## src/rtl/t3d_abs_unwrap.sv

```systemverilog
// t3d_abs_unwrap: unwraps 17-bit single-turn encoder samples into a signed
// 32-bit multi-turn position. Also produces windowed velocity, counts rejected
// samples and raises a fault on frame timeout or repeated implausible jumps.
module t3d_abs_unwrap #(
   parameter int ClkFrequency  = 32400000,
   parameter int Bits          = 17,
   parameter int MaxStep       = 8192,
   parameter int TimeoutCycles = ClkFrequency / 500,
   parameter int VelWindow     = ClkFrequency / 1000
) (
   input  logic        clk,
   input  logic        rst,
   input  logic [31:0] raw_pos,
   input  logic        raw_valid,
   input  logic        fault_clear,
   output logic [31:0] position,
   output logic [31:0] velocity,
   output logic        valid,
   output logic        fault,
   output logic [15:0] err_count
);

   localparam int TW = $clog2(TimeoutCycles + 1);
   localparam int VW = $clog2(VelWindow + 1);

   typedef enum logic [1:0] {
      ST_INIT,
      ST_TRACK,
      ST_FAULT
   } state_t;

   state_t            state_q,    state_d;
   logic [31:0]       position_q, position_d;
   logic [31:0]       velocity_q, velocity_d;
   logic [31:0]       snap_q,     snap_d;
   logic              valid_q,    valid_d;
   logic              fault_q,    fault_d;
   logic [15:0]       err_count_q, err_count_d;
   logic              seeded_q,   seeded_d;
   logic [Bits-1:0]   last_q,     last_d;
   logic [2:0]        rejcnt_q,   rejcnt_d;
   logic [TW-1:0]     timeout_q,  timeout_d;
   logic [VW-1:0]     win_q,      win_d;

   logic [Bits-1:0]   raw_s;
   logic [Bits-1:0]   diff;
   logic [31:0]       diff_ext;
   logic              step_ok;
   logic              win_end;
   logic              go_fault;

   // Only the single-turn field of raw_pos carries information.
   logic unused_raw_hi;
   assign unused_raw_hi = &{1'b0, raw_pos[31:Bits]};

   // Wrapped delta between the new sample and the last accepted one, read as signed.
   always_comb begin
      raw_s    = raw_pos[Bits-1:0];
      diff     = raw_s - last_q;
      diff_ext = {{(32 - Bits){diff[Bits-1]}}, diff};
      step_ok  = ($signed(diff_ext) <= MaxStep) && ($signed(diff_ext) >= -MaxStep);
      win_end  = (win_q == VW'(VelWindow - 1));
   end

   // Next-state and output logic for the INIT / TRACK / FAULT controller.
   always_comb begin
      // NOTE: every signal gets its hold value first, so no path through the
      // case below can leave one unassigned and infer a latch.
      state_d     = state_q;
      position_d  = position_q;
      velocity_d  = velocity_q;
      snap_d      = snap_q;
      valid_d     = valid_q;
      fault_d     = fault_q;
      err_count_d = err_count_q;
      seeded_d    = seeded_q;
      last_d      = last_q;
      rejcnt_d    = rejcnt_q;
      timeout_d   = timeout_q;
      win_d       = win_q;
      go_fault    = 1'b0;

      case (state_q)
         ST_INIT: begin
            if (raw_valid) begin
               // After a fault the position is kept; only the reference sample is refreshed.
               if (!seeded_q) begin
                  position_d = {{(32 - Bits){1'b0}}, raw_s};
                  seeded_d   = 1'b1;
               end
               last_d    = raw_s;
               snap_d    = position_d;
               win_d     = '0;
               timeout_d = TW'(TimeoutCycles);
               rejcnt_d  = '0;
               valid_d   = 1'b1;
               state_d   = ST_TRACK;
            end
         end

         ST_TRACK: begin
            // Velocity window uses the registered position; a sample landing on
            // the window edge is credited to the following window.
            if (win_end) begin
               velocity_d = position_q - snap_q;
               snap_d     = position_q;
               win_d      = '0;
            end else begin
               win_d = win_q + VW'(1);
            end

            if (raw_valid) begin
               if (step_ok) begin
                  position_d = position_q + diff_ext;
                  last_d     = raw_s;
                  rejcnt_d   = '0;
                  timeout_d  = TW'(TimeoutCycles);
               end else begin
                  if (err_count_q != 16'hFFFF) begin
                     err_count_d = err_count_q + 16'd1;
                  end
                  rejcnt_d = rejcnt_q + 3'd1;
                  if (rejcnt_q == 3'd3) begin
                     go_fault = 1'b1;
                  end
               end
            end else if (timeout_q <= TW'(1)) begin
               go_fault = 1'b1;
            end else begin
               timeout_d = timeout_q - TW'(1);
            end

            if (go_fault) begin
               state_d    = ST_FAULT;
               valid_d    = 1'b0;
               fault_d    = 1'b1;
               velocity_d = '0;
            end
         end

         ST_FAULT: begin
            // Samples are ignored here, including one coinciding with fault_clear.
            velocity_d = '0;
            if (fault_clear) begin
               fault_d = 1'b0;
               state_d = ST_INIT;
            end
         end

         default: begin
            state_d = ST_INIT;
         end
      endcase
   end

   // State register with synchronous reset that overrides all other inputs.
   always_ff @(posedge clk) begin
      // NOTE: sequential state uses non-blocking assignments so every flop
      // samples the pre-edge values regardless of statement order.
      if (rst) begin
         state_q     <= ST_INIT;
         position_q  <= '0;
         velocity_q  <= '0;
         snap_q      <= '0;
         valid_q     <= 1'b0;
         fault_q     <= 1'b0;
         err_count_q <= '0;
         seeded_q    <= 1'b0;
         last_q      <= '0;
         rejcnt_q    <= '0;
         timeout_q   <= TW'(TimeoutCycles);
         win_q       <= '0;
      end else begin
         state_q     <= state_d;
         position_q  <= position_d;
         velocity_q  <= velocity_d;
         snap_q      <= snap_d;
         valid_q     <= valid_d;
         fault_q     <= fault_d;
         err_count_q <= err_count_d;
         seeded_q    <= seeded_d;
         last_q      <= last_d;
         rejcnt_q    <= rejcnt_d;
         timeout_q   <= timeout_d;
         win_q       <= win_d;
      end
   end

   assign position  = position_q;
   assign velocity  = velocity_q;
   assign valid     = valid_q;
   assign fault     = fault_q;
   assign err_count = err_count_q;

endmodule

```

## config.mk

```make
export PLATFORM = sky130hd
export DESIGN_NAME = t3d_abs_unwrap
export DESIGN_NICKNAME = d
export VERILOG_FILES = /design/src/rtl/t3d_abs_unwrap.sv
export SDC_FILE = /design/constraint.sdc
export NUM_CORES = 1
export LEC_CHECK = 0
export BUFFER_PORTS_ARGS = -buffer_cell sky130_fd_sc_hd__buf_4
export CAP_MARGIN = 20
export CORE_MARGIN = 2
export CORE_UTILIZATION = 45
export DETAILED_ROUTE_END_ITERATION = 8
export GPL_ROUTABILITY_DRIVEN = 1
export PLACE_DENSITY = 0.7
export SLEW_MARGIN = 20
export SYNTH_ARGS = -nofsm -noshare
export SYNTH_HDL_FRONTEND = slang
export SYNTH_SLANG_ARGS = --single-unit
```

## constraint.sdc

```tcl
create_clock -name clk -period 13.3 [get_ports clk]
set_input_delay 0.665 -clock clk [delete_from_list [all_inputs] [get_ports clk]]
set_output_delay 0.665 -clock clk [all_outputs]
set_load 0.01 [all_outputs]
```

# After elaboration in Yosys (flattened, before gate mapping)
# Cells that the tools add are included.
totals:
  reg_bits: 168
  out_inout_bits: 82
op_classes:
  n_mux: 41
  n_reduce_logical: 15
  bitwise: 1
  add_sub_neg: 7
  eq_ne: 14
  order_cmp: 3
ops:
  columns: ["op", "n"]
  rows:
  - ["$mux W32", 7]
  - ["$pmux W32 S2", 3]
  - ["$mux W16", 4]
  - ["$mux W17", 3]
  - ["$pmux W17 S2", 1]
  - ["$add A32 B32 Y32", 1]
  - ["$pmux W16 S2", 1]
  - ["$sub A32 B32 Y32", 1]
  - ["$mux W15", 2]
  - ["$pmux W15 S2", 1]
  - ["$ge A17 B14 Y1 const B", 1]
  - ["$le A17 B15 Y1 const B", 1]
  - ["$sub A17 B17 Y17", 1]
  - ["$add A16 B1 Y16 const B", 1]
  - ["$le A16 B1 Y1 const B", 1]
  - ["$ne A16 B16 Y1 const B", 1]
  - ["$sub A16 B1 Y16 const B", 1]
  - ["$add A15 B1 Y15 const B", 1]
  - ["$eq A15 B15 Y1 const B", 1]
  - ["$reduce_and A3 Y1", 5]
  - ["$ne A2 B2 Y1 const B", 6]
  - ["$reduce_and A4 Y1", 3]
  - ["$mux W1", 9]
  - ["$mux W3", 3]
  - ["14 further kinds", 22]

# Depth between registers and ports, before layout
# Gate-level depths: netlist of the first run.
depth:
  depth_word: 8
  depth_mapped: 22
  depth_no_buf: 22

# Worst setup path before layout of the first run
# OpenSTA, ideal clock, no wires.
synth_path:
  path_type: "input -> register"
  startpoint: "input raw_pos[0]"
  endpoint: "register position_q[31], in the netlist position[31]"
  slack_ns: 8.016
  path_stages: 20
  arrival_time_ns: 5.210
  path_buffers: 0
  setup_ns: 0.074
  cell_sequence: "inv_1 ha_1 fa_1 nor2b_1 o31a_2 o21ai_0 o21a_1 o211ai_1 ha_1 a21oi_1 nand2_1 o21ai_0 a211oi_1 a41oi_1 o22ai_1 a21oi_1 o21ai_0 xnor2_1 or3_1 a31oi_1"
synth_via:
  elab_chain_cells: 5
synth_rtl:
  columns: ["element", "line_no", "source"]
  rows:
  - ["start, declared", "13", "input logic [31:0] raw_pos,"]
  - ["$sub A17 B17 Y17 (*)", "59", "diff = raw_s - last_q;"]
  - ["$add A32 B32 Y32 (tied with other cells)", "114", "position_d = position_q + diff_ext;"]
  - ["$mux W32 / $logic_and A1 B1 Y1 (equally long branches)", "113, 61", null]
  - ["$mux W32 / $ne A2 B2 Y1 (equally long branches)", null, null]
  - ["$pmux W32 S2 / $reduce_and A4 Y1 (equally long branches)", null, null]
  - ["end signal, assigned", "175", "position_q <= position_d;"]
  - ["end, declared", "33", "logic [31:0] position_q, position_d;"]
# Mark *: on every way between the ends. The rest lies on a longest branch, timed or not. The select of a mux whose other input is x is not followed.
# A chain may end at the register's enable or synchronous reset.

# Final worst setup path of the first run
layout_path:
  startpoint: "input raw_pos[0]"
  endpoint: "register position_q[30], in the netlist position[30]"
# The elaborated chain is that of the path after synthesis.

==> results of run 1 <==
-- cell usage after synthesis, drive strengths merged (12+ instances only) --
master,count
clkbuf,45
nand3,29
o21ai,75
a22oi,32
nor3,17
inv,85
xor2,32
nor2b,16
ha,85
o21a,13
nor4,15
nor2,196
and3,13
a21o,33
dfxtp,168
xnor2,52
or3,24
a311oi,19
a211oi,22
nand2,122
a21oi,108
mux2i,13
o21bai,12
-- stage by stage --
step                instance area [µm²]  hold slack [ns]  setup slack [ns]
floorplan                         11000            0.432              8.02
detailed placement                12000            0.447              7.38
global route                      12600            0.473              7.29
CTS                               12600            0.456              7.82
finish                            12600            0.454              7.72
global placement                  12000            0.438              7.44
-- path summary, 6_finish.rpt --
kind	startpoint	end	slack [ns]	depth (start not counted)
setup reg to reg	last_q[0]	position[30]	7.81	21
hold reg to reg	rejcnt_q[2]	rejcnt_q[2]	0.45	2
setup / recovery	raw_pos[0]	position[30]	7.72	23
hold / removal	rejcnt_q[2]	rejcnt_q[2]	0.45	2
-- kinds of logic (layout without fill, tap and decap cells) --
group           Yosys count  after routing  synth area share
buf+inv                 138            227            0.0480
fa+ha+maj                88             88             0.103
simple gates            490            490             0.209
compound gates          405            405             0.249
mux                      18             18            0.0170
flops                   168            168             0.307
xor+xnor                 84             84            0.0672
-- critical path, cell delays in order --
cell and delay [ns]:
buf_4 0.11, inv_1 0.04, ha_1 0.22, fa_1 0.40, nor2b_1 0.16, o31a_2 0.17, o211ai_1 0.17, a2111oi_0 0.63
mux2i_1 0.28, and2_1 0.22, inv_1 0.08, ha_1 0.35, nand4_1 0.16, nor2_1 0.07, a211oi_1 0.25, o21ai_0 0.11
a21oi_1 0.31, o21ai_0 0.24, a2111oi_0 0.66, o31ai_1 0.16, a21oi_1 0.20, xor2_1 0.16, o31ai_1 0.07
-- flip-flops by register name, summed over array words and instances (netlist names) --
signal / count
rejcnt_q: 3
win_q: 15
valid: 1
timeout_q: 16
position: 32
fault: 1
velocity: 32
snap_q: 32
seeded_q: 1
err_count: 16
last_q: 17
state_q: 2
-- per-layer routing --
| metal | share of wire | up-vias | wire [µm] |
|---|---|---|---|
| met5 | 0 | - | 0 |
| met2 | 0.45 | 182 | 12100 |
| li1 | - | 5154 | - |
| met4 | 0.012 | 0 | 315 |
| met1 | 0.49 | 4553 | 13100 |
| met3 | 0.041 | 26 | 1090 |
-- power by group --
| part | leakage (nW) | total [mW] | internal, mW | switching [mW] |
|---|---|---|---|---|
| Clock | 0.306 | 0.526 | 0.306 | 0.220 |
| Combinational | 3.55 | 0.554 | 0.238 | 0.315 |
| Sequential | 1.37 | 0.552 | 0.525 | 0.0265 |
| Total | 5.22 | 1.63 | 1.07 | 0.562 |
-- area by class of cell --
cell class,instances,share of cell area
Timing Repair Buffer,110,0.0654
Multi-Input combinational cell,1085,0.561
Tap cell,324,0.0321
Sequential cell,168,0.266
Clock inverter,14,0.0150
Clock buffer,18,0.0348
Inverter,85,0.0253
==> results by group, run 1 <==
STA
  • Finish-stage setup viols: 0
  • Slew Viols, Final: 0
  • Setup Skew: 0.0111 ns
  • Period utilisation layout: 0.420
  • RSZ-0062 raised after global routing: false
  • FMAX: about 180 MHz
  • Worst slew margin: 0.354
  • Setup_tns: 0 ns
  • Tmin final: between 5 and 6 ns
  • Hold Vio Cnt, Final: 0
  • Slew @ Worst Pin: approximately 0.97 ns

Floorplan
  • Die X: 160 µm
  • Starting Density: 0.454
  • Die Area: 25600 µm²
  • I/O Pins: about 120
  • Core area: approximately 24000 µm²
  • Die H: approximately 160 µm
  • Row Count: between 50 and 60

Yosys
  • Syn Area/Cell: 7.87 µm²
  • Synth unique cells: 71
  • Syn. warnings: 0
  • Post-synthesis sequential area ratio: 0.307
  • Synth top area share: 0.307
  • Leading area contributor after synthesis: dfxtp_1
  • Post-synth EDFFs: 0
  • Flops & latches, synth: ~170
  • Syn Std Cell Area: 11000 µm²
  • Top cells by area, synth: dfxtp_1 (31%), ha_1 (9.7%), nor2_1 (6.7%)
  • Synth Flop Type: dfxtp_1
  • Post-synthesis cell count: between 1000 and 1500
  • Async S/R FF share, synth: 0
  • Net count after synthesis: between 1500 and 2000

Status
  • Status: completed

Clocking
  • Post_cts resized: 0
  • Clk slew on worst S/H paths: approximately 0.07 ns
  • CTS tree: done
  • Clk sinks: 168
  • Clk Latency, worst-skew pair: roughly 0.43 ns
  • H-tree lvl count: 4
  • Post-CTS Setup Inserts: 0
  • Max Buffers Root-to-Sink: 2
  • Hold buffer count at CTS: 0
  • CTS Buf Count: 17
  • Root Driver: clkbuf_16

Place
  • Detail Placement HPWL: 20.3 mm
  • Post-Place Cells: ~1800
  • Final GP Congestion: ~0.90
  • Port Buffer Count: 102

Worst hold path
  • Hold crit path type: flop to flop

Setup path
  • Worst-path fanout max: 5
  • Arrival @ worst endpoint: a little under 6 ns
  • Setup CP Type: input pin to flop
  • Critical Path Source Type: input pin
  • WP data required: 13.59 ns
  • Element type at the critical path end: flop

Detailed routing
  • Via count: 9915
  • 1st-iter DRT viols: around 580
  • Vias per std cell: approximately 5.5
  • Per-cell routed wire length: 14.7 µm
  • First-pass iteration count of the detailed router: 4
  • DR DRC count: 0
  • Antenna Nets Post-Route: 0
  • WL final: roughly 27 mm

Global route
  • Met2 usage: 0.343
  • Global Route met3 Usage: 0.0314
  • GR Layer Usage met1: 0.280
  • Total congestion overflow: 0
  • Initial antenna violation count: 0
  • Grt peak-use layer: met2
  • Largest net degree at the start of global routing: 59
  • First-pass GRT wire length: 44.2 mm
  • Gr usage total: 0.206
  • Vias in the first global route: slightly above 9000

Power and ir drop
  • Final Total Pwr: between 1.5 and 2 mW
  • Cell Pwr Density: 129 nW/µm²
  • Peak supply drop: 0.0700 mV
  • P_leak: 5.22 nW

Finish
  • Number of fill cells: 2375
  • Area grow syn2layout: 15.2%
  • Share of layout cells above drive strength 1: 0.116
  • Area of the multi-input gates: just over 7000 µm²
  • Most common library cell in the layout ignoring fill and taps: nor2_1
  • Net count, final: between 1500 and 2000
  • N_diodes: 0
  • Post-layout util: 0.524
  • Final std cells w/o fill: 1804
  • Sequential Area: around 3400 µm²
  • Most frequent cells in the layout: nor2_1 (196), dfxtp_1 (168), nand2_1 (122), buf_4 (110), a21oi_1 (106)

Run
  • Max_cap viols: 0
No activity file was read; power rests on OpenSTA's default activity.
==> run 2: changes to the inputs <==
--- a/config.mk
+++ b/config.mk
@@ -11,7 +11,7 @@
 export CORE_UTILIZATION = 45
 export DETAILED_ROUTE_END_ITERATION = 8
 export GPL_ROUTABILITY_DRIVEN = 1
-export PLACE_DENSITY = 0.7
+export PLACE_DENSITY = 0.72
 export SLEW_MARGIN = 20
 export SYNTH_ARGS = -nofsm -noshare
 export SYNTH_HDL_FRONTEND = slang
==> constraint.sdc (replaced) <==
create_clock -name clk -period 4.8 [get_ports clk]
set_input_delay 0.24 -clock clk [delete_from_list [all_inputs] [get_ports clk]]
set_output_delay 0.24 -clock clk [all_outputs]
set_load 0.01 [all_outputs]
==> run 2 against run 1 <==
Effect of this change:
- utilization up 1.1 points
- setup slack got worse by 7.5 ns
- clock-buffer cell count shrank 1
- highest routed layer is now met5
- critical path type is now flop to flop
- worst hold slack worse by 0.44 ns
- largest cell class unchanged
- power grew to 2.8 times the previous value
- clock skew increased by 0.00070 ns
- critical endpoint is now position[29]
- final cell count increased by 1.7%
- sequential power increased to 2.8 times the previous value
==> results by group, run 2 (same netlist as run 1, synthesis figures left out) <==
Status
  • Status: completed

Finish
  • Most common library cell in the layout ignoring fill and taps: nor2_1
  • Most frequent cells in the layout: nor2_1 (195), dfxtp_1 (168), buf_4 (141), nand2_1 (122), a21oi_1 (103)
  • Area grow syn2layout: 17.7%
  • Final std cells w/o fill: between 1500 and 2000
  • Net count, final: around 1600
  • Post-route design area: about 13000 µm²
  • Share of layout cells above drive strength 1: 0.145
  • N_diodes: 0
  • Post-layout util: 0.535

Power and ir drop
  • Cell Pwr Density: roughly 350 nW/µm²
  • Peak supply drop: between 0.2 and 0.3 mV
  • Final Total Pwr: 4.56 mW
  • P_leak: between 5 and 6 nW

Setup path
  • Element type at the critical path end: flop
  • Critical Path Source Type: flop
  • Reg2reg path depth: 21
  • Setup CP Type: flop to flop
  • Worst-path fanout max: 5
  • Arrival @ worst endpoint: between 4 and 5 ns
  • WP data required: between 5 and 6 ns

Detailed routing
  • Vias per std cell: 5.56
  • Antenna Nets Post-Route: 0
  • WL final: 27.7 mm
  • First-pass iteration count of the detailed router: 5
  • 1st-iter DRT viols: around 730
  • DR DRC count: 0
  • Per-cell routed wire length: 15.1 µm
  • Via count: roughly 10000

Place
  • Final GP Congestion: 0.923
  • Place WS: -0.183 ns
  • Detail Placement HPWL: just over 20 mm
  • Port Buffer Count: around 100
  • Post-Place Cells: 1803
  • Placed Area: ~12000 µm²

Floorplan
  • I/O Pins: 118
  • Core area: around 24000 µm²
  • Row Count: 57
  • Die X: between 150 and 200 µm
  • Die Area: roughly 26000 µm²
  • Starting Density: 0.454
  • Die H: around 160 µm

Clocking
  • Max Buffers Root-to-Sink: 2
  • CTS tree: done
  • CTS Buf Count: 17
  • Root Driver: clkbuf_16
  • Clk slew on worst S/H paths: 0.07 ns
  • Clk Latency, worst-skew pair: 0.44 ns
  • H-tree lvl count: 4
  • Post-CTS Setup Inserts: 0
  • Clk sinks: around 170

Global route
  • Largest net degree at the start of global routing: between 60 and 70
  • Initial antenna violation count: 1
  • Total congestion overflow: 0
  • First-pass GRT wire length: around 45 mm
  • Vias in the first global route: between 9000 and 10000
  • Gr usage total: 0.211

Run
  • Max_cap viols: 0

STA
  • Finish-stage setup viols: 0
  • Tmin final: ~4.6 ns
  • Hold slack: between 0.015 and 0.02 ns
  • Setup_tns: 0 ns
  • Slew Viols, Final: 0
  • Setup WS post-layout: a little under 0.2 ns
  • Slew @ Worst Pin: ~0.83 ns
  • Setup Skew: approximately 0.012 ns
  • Period utilisation layout: 0.959
  • Worst slew margin: 0.443
  • Hold Vio Cnt, Final: 0
  • RSZ-0062 raised after global routing: true
  • FMAX: ~220 MHz

Worst hold path
  • WHS Path Cells: 2
  • Hold crit path type: input pin to flop
[run 2: cell type report]
class	instances	area, µm²
clock buffers	17	425
well taps	324	405
inverters	85	319
clock inverters	14	164
multi-input cells	1085	7160
flip-flops and latches	168	3360
fillers	2292	11200
repair buffers	141	1060
[run 2: repair_timing]
| action | in CTS | in global routing |
|---|---|---|
| gates resized for setup | 3 | 18 |
| pin swaps | 1 | 9 |
| gates cloned | 0 | 0 |
| hold buffers | 0 | 0 |
| hold endpoints to repair | 0 | 0 |
| setup endpoints to repair | 3 | 8 |
[run 2: worst max-delay path, cell delays in order, from the launching register on]
cell      delay [ns]
dfxtp_1         0.31
inv_1           0.05
ha_1            0.33
nor2b_2         0.18
o31a_2          0.29
buf_4           0.14
o21ai_0         0.44
o21a_1          0.17
o211ai_1        0.21
ha_1            0.45
a21oi_1         0.27
nand2_1         0.09
o21ai_1         0.22
a211oi_2        0.10
a41oi_2         0.25
o22ai_2         0.11
buf_4           0.16
a211oi_1        0.22
o21ai_0         0.13
xor2_1          0.15
a22oi_1         0.16
nor2_1          0.05
[run 2: report_power, final]
| part | leakage [nW] | switching, mW | internal, mW | total [mW] |
|---|---|---|---|---|
| clock | 0.275 | 0.643 | 0.738 | 1.38 |
| combinational | 3.70 | 0.919 | 0.731 | 1.65 |
| sequential | 1.37 | 0.0763 | 1.45 | 1.53 |
[run 2: path summary, 6_finish.rpt]
path	start	to	slack (ns)
max	last_q[2]	position[29]	0.20
min reg2reg	rejcnt_q[2]	rejcnt_q[2]	0.46
max reg2reg	last_q[2]	position[29]	0.20
min	fault_clear	fault	0.02
[run 2: layer usage]
metal / track usage / up-vias / wire, µm
met5: 0 / - / 13
met4: 0.0655 / 2 / 473
met3: 0.0306 / 32 / 1160
met2: 0.337 / 212 / 12500
met1: 0.295 / 4727 / 13600
li1: - / 5216 / -
